==> config.mk <==
export PLATFORM = sky130hd
export DESIGN_NAME = operand_stage
export DESIGN_NICKNAME = d
export VERILOG_FILES = /design/src/rtl/operand_stage.sv
export SDC_FILE = /design/constraint.sdc
export NUM_CORES = 1
export LEC_CHECK = 0
export ABC_AREA = 1
export CORE_ASPECT_RATIO = 1.5
export CORE_MARGIN = 4
export CORE_UTILIZATION = 35
export CTS_CLUSTER_DIAMETER = 150
export CTS_CLUSTER_SIZE = 25
export DETAILED_ROUTE_END_ITERATION = 12
export HOLD_SLACK_MARGIN = 0.05
export PLACE_DENSITY = 0.65
export SLEW_MARGIN = 20
export SYNTH_ARGS = -nofsm -noshare
export SYNTH_HDL_FRONTEND = slang
export SYNTH_SLANG_ARGS = --single-unit
==> constraint.sdc <==
create_clock -name clk -period 4.5 [get_ports clk]
set_input_delay 1.125 -clock clk [delete_from_list [all_inputs] [get_ports clk]]
set_output_delay 1.125 -clock clk [all_outputs]
set_load 0.01 [all_outputs]
==> src/rtl/operand_stage.sv <==
// Operand capture stage between decode and the ALU. It resolves rs1 and rs2 through the EX and WB
// bypasses, then holds up to two resolved entries in an output register and a skid register.
module operand_stage #(
   parameter int DATA_W = 32,
   parameter int OP_W   = 4
) (
   input  logic              clk,
   input  logic              rst_n,
   input  logic              in_valid,
   output logic              in_ready,
   input  logic [4:0]        in_rs1_addr,
   input  logic [4:0]        in_rs2_addr,
   input  logic [DATA_W-1:0] in_rs1_data,
   input  logic [DATA_W-1:0] in_rs2_data,
   input  logic [DATA_W-1:0] in_imm,
   input  logic              in_use_imm,
   input  logic [OP_W-1:0]   in_alu_op,
   input  logic [4:0]        in_rd_addr,
   input  logic              in_rd_we,
   input  logic              fwd_ex_we,
   input  logic [4:0]        fwd_ex_rd,
   input  logic [DATA_W-1:0] fwd_ex_data,
   input  logic              fwd_wb_we,
   input  logic [4:0]        fwd_wb_rd,
   input  logic [DATA_W-1:0] fwd_wb_data,
   input  logic              flush,
   output logic              out_valid,
   input  logic              out_ready,
   output logic [DATA_W-1:0] out_a,
   output logic [DATA_W-1:0] out_b,
   output logic [OP_W-1:0]   out_alu_op,
   output logic [4:0]        out_rd_addr,
   output logic              out_rd_we
);

   typedef struct packed {
      logic [DATA_W-1:0] a;
      logic [DATA_W-1:0] b;
      logic [OP_W-1:0]   op;
      logic [4:0]        rd;
      logic              we;
   } entry_t;

   typedef enum logic [1:0] {S_EMPTY, S_ONE, S_TWO} state_t;

   state_t r_state;
   entry_t r_out;
   entry_t r_skid;
   entry_t w_new;
   logic   w_accept;
   logic   w_emit;

   // EX beats WB; index 0 never forwards, so x0 always reads the register file.
   function automatic logic [DATA_W-1:0] resolve(
      input logic [4:0]        rs,
      input logic [DATA_W-1:0] rf,
      input logic              ex_we,
      input logic [4:0]        ex_rd,
      input logic [DATA_W-1:0] ex_data,
      input logic              wb_we,
      input logic [4:0]        wb_rd,
      input logic [DATA_W-1:0] wb_data
   );
      logic [DATA_W-1:0] v;
      v = rf;
      if (rs != 5'd0) begin
         if (ex_we && ex_rd == rs)      v = ex_data;
         else if (wb_we && wb_rd == rs) v = wb_data;
      end
      return v;
   endfunction

   always_comb begin
      w_new    = '0;
      w_new.a  = resolve(in_rs1_addr, in_rs1_data, fwd_ex_we, fwd_ex_rd, fwd_ex_data,
                         fwd_wb_we, fwd_wb_rd, fwd_wb_data);
      w_new.b  = in_use_imm ? in_imm
                            : resolve(in_rs2_addr, in_rs2_data, fwd_ex_we, fwd_ex_rd, fwd_ex_data,
                                      fwd_wb_we, fwd_wb_rd, fwd_wb_data);
      w_new.op = in_alu_op;
      w_new.rd = in_rd_addr;
      w_new.we = in_rd_we;
   end

   // Both handshake outputs decode from registered state only.
   assign in_ready  = (r_state != S_TWO);
   assign out_valid = (r_state != S_EMPTY);
   assign w_accept  = in_valid && in_ready;
   assign w_emit    = out_valid && out_ready;

   always_ff @(posedge clk or negedge rst_n) begin
      if (!rst_n) begin
         r_state <= S_EMPTY;
         r_out   <= '0;
         r_skid  <= '0;
      end else if (flush) begin
         r_state <= S_EMPTY;
      end else begin
         case (r_state)
            S_EMPTY: if (w_accept) begin
               r_out   <= w_new;
               r_state <= S_ONE;
            end
            S_ONE: begin
               if (w_accept && w_emit) begin
                  r_out <= w_new;
               end else if (w_accept) begin
                  r_skid  <= w_new;
                  r_state <= S_TWO;
               end else if (w_emit) begin
                  r_state <= S_EMPTY;
               end
            end
            S_TWO: if (w_emit) begin
               r_out   <= r_skid;
               r_state <= S_ONE;
            end
            default: r_state <= S_EMPTY;
         endcase
      end
   end

   assign out_a       = r_out.a;
   assign out_b       = r_out.b;
   assign out_alu_op  = r_out.op;
   assign out_rd_addr = r_out.rd;
   assign out_rd_we   = r_out.we;

endmodule

==> impl_metrics.json <==
{
  "worstReg2RegStart": "r_state[1]",
  "dp_slack_ns": 0.9162,
  "rsz0062_at_grt": "no",
  "design_area_um2": 13530,
  "layout_min_cycle_time_ns": 3.427,
  "placed_area_um2": 12840,
  "hp-class": "flop to flop",
  "hold_viol": 0,
  "post-route-period-util": 0.7616,
  "die_w_um": 145.9,
  "leakage_uw": 0.007460,
  "clkPwrFrac": 0.304,
  "arrival_ns": 2.30,
  "io_pins": 274,
  "max_slew_margin": 0.2531,
  "r2r_cells": 11,
  "intPower_uw": 3652,
  "critPathKind": "flop to primary output",
  "vias_per_cell": 4.819,
  "setup_viol": 0,
  "fin_ws_ns": 1.073,
  "ys_top_cells_by_area": "dfrtp_1 38%, nand2_1 25%, nor2_1 7.7%",
  "synth_top_area_frac": 0.3759,
  "synth-seq-area-share": 0.3759,
  "worst_slew_pin_slew_ns": 1.120,
  "clock_path_buffers": 2,
  "design.die.area_um2": 31350,
  "die_y_um": 214.9,
  "status": "finished clean",
  "layout.nets": 2039,
  "rr_endpoint": "out_a[7]",
  "drv_slew": 0,
  "initial_core_util": 0.3559,
  "fin_util": 0.4823,
  "tritoncts": "built",
  "overflow": 0,
  "ys_types": 28,
  "synth_area_per_cell_um2": 6.137,
  "hold_depth": 2,
  "antenna_found_initial": 14,
  "drc": 0,
  "grt_max_degree": 96,
  "power_frac_comb": 0.307,
  "grt_pass1_vias": 10340,
  "clk_pin_slew_ns": 0.07,
  "netlist_instances": 1627,
  "synthesis.area_um2": 9985,
  "dr.pass1.iters": 5,
  "layout-drive-gt1-share": 0.05232,
  "hold_start": "out_a[11]",
  "cts.sinks": 150,
  "synth_largest_area_cell": "dfrtp_1",
  "cts_hold_buf": 0,
  "syn_nets": 1825,
  "end_kind": "primary output",
  "fin_tns_setup_ns": 0,
  "drv_cap": 0,
  "ir_drop_v": 0.0002592,
  "portBuffers": 273,
  "cellPowerDensity_nw_per_um2": 398.7,
  "clkLatencyLatePin_ns": 0.43,
  "place_congestion": 0.8968,
  "post-cts-setup-buffer-count": 0,
  "crit_fanout": 40,
  "core_region_area_um2": 28060,
  "ant_nets": 0,
  "vias": 10660,
  "post_cts_resized": 0,
  "drtIter0Drc": 799,
  "fmax_ghz": 0.2918,
  "switching_share": 0.3231,
  "root_buffer": "clkbuf_16",
  "crit_required_ns": 3.38,
  "pwr-share-seq": 0.389,
  "start_kind": "flop",
  "layout-area-overhead-vs-synth_pct": 35.54,
  "yosys_warnings": 0,
  "drt_wl_total_um": 35620,
  "post-dp-hpwl_um": 25800,
  "cts_max_level": 4,
  "reg2reg_setup_slack_ns": 1.66,
  "grt_first_pass_wirelength_um": 55910,
  "clock_skew_ns": 0.009403,
  "cts_buffers": 17,
  "std_cell_rows": 75,
  "wl_per_cell_um": 16.10,
  "p_sw_uw": 1743,
  "min_to": "out_a[11]",
  "ys_ff_latch": 150,
  "gr-usage-all-layers": 0.2238
}
[routing by layer]
| layer | wire length (um) | track usage | up-vias |
|---|---|---|---|
| li1 | - | - | 5398 |
| met1 | 14750 | 0.2770 | 4825 |
| met2 | 17120 | 0.3659 | 349 |
| met3 | 2019 | 0.04046 | 83 |
| met4 | 1696 | 0.1290 | 4 |
| met5 | 34 | 0 | - |
[worst max path at each step]
stage                             to  cells after the start       start  slack, ns
after floorplan             in_ready                      5  r_state[1]       2.20
after global placement    r_skid[19]                      7   out_ready       0.95
after detailed placement  r_skid[19]                      7   out_ready       0.92
after CTS                   in_ready                      5  r_state[1]       1.07
after global routing        in_ready                      5  r_state[1]       0.98
final                       in_ready                      5  r_state[1]       1.07
[sequential cells by signal, summed over array words and instances, names as in the netlist]
| register | cells |
|---|---|
| r_skid | 74 |
| out_a | 32 |
| out_b | 32 |
| out_rd_addr | 5 |
| out_alu_op | 4 |
| r_state | 2 |
| out_rd_we | 1 |
[metrics by stage]
step,cells,hold slack [ns],power [uW]
floorplan,1627,0.4479,2929
global placement,2168,0.4616,3735
detailed placement,2168,0.4642,3778
CTS,2200,0.4816,5445
global route,2212,0.4990,5737
finish,2212,0.4758,5395
[synth_stat cells]
| library cell | count |
|---|---|
| nor2_2 | 23 |
| nand4_1 | 34 |
| inv_2 | 9 |
| nand2_1 | 664 |
| o21ai_0 | 25 |
| buf_1 | 9 |
| a21oi_2 | 1 |
| nor3_1 | 1 |
| buf_4 | 2 |
| inv_1 | 178 |
| buf_6 | 10 |
| nor3_4 | 2 |
| dfrtp_1 | 150 |
| nand3_4 | 1 |
| and2_1 | 1 |
| xor2_1 | 2 |
| buf_2 | 42 |
| clkinv_1 | 3 |
| nand2_2 | 1 |
| clkbuf_1 | 34 |
| nand3_2 | 2 |
| a21oi_1 | 58 |
| o22ai_1 | 2 |
| nor2_1 | 204 |
| o32ai_1 | 1 |
| nand3_1 | 100 |
| o21ai_1 | 66 |
| nor2_4 | 2 |
[worst max-delay path: stages, from the launching register on]
cell and delay (ns):
dfrtp_1 0.44, inv_1 0.11, nor2_2 0.04, buf_4 0.23, inv_4 0.40, clkdlybuf4s50_1 0.64
[kinds of logic (layout without fill, tap and decap cells)]
group	Yosys count	after routing	share of synthesized area
AOI/OAI and AO/OA	153	153	0.07769
xor gates and xnor gates	2	2	0.001755
buffers and inverters	287	514	0.1214
DFF	150	150	0.3759
other	0	12	0
and+or+nand+nor	1035	1035	0.4232
[layout by cell type, fill, tap and decap left out, types with 25 or more instances in the layout]
cell type and instances:
nand2_1 664, clkdlybuf4s50_1 271, nor2_1 203, inv_1 178
dfrtp_1 150, nand3_1 99, o21ai_1 66, a21oi_1 58
nand4_1 34, o21ai_0 25
[power groups by stage]
| stage | registers [uW] | logic [uW] | clock network, uW |
|---|---|---|---|
| after floorplan | 2150 | 777 | 0 |
| after global placement | 2100 | 1630 | 0 |
| after detailed placement | 2120 | 1660 | 0 |
| after CTS | 2100 | 1670 | 1670 |
| after global routing | 2160 | 1860 | 1720 |
| final | 2100 | 1650 | 1640 |
[layout make-up]
class	count	area, um2
antenna	12	30.03
clock buffer	17	425.4
sequential	150	3754
clock inverter	15	237.7
fill	2809	14530
timing repair buffer	292	2897
multi-input combinational	1190	5039
tap	346	432.9
inverter	190	718.2
(Power assumes the default switching activity.)
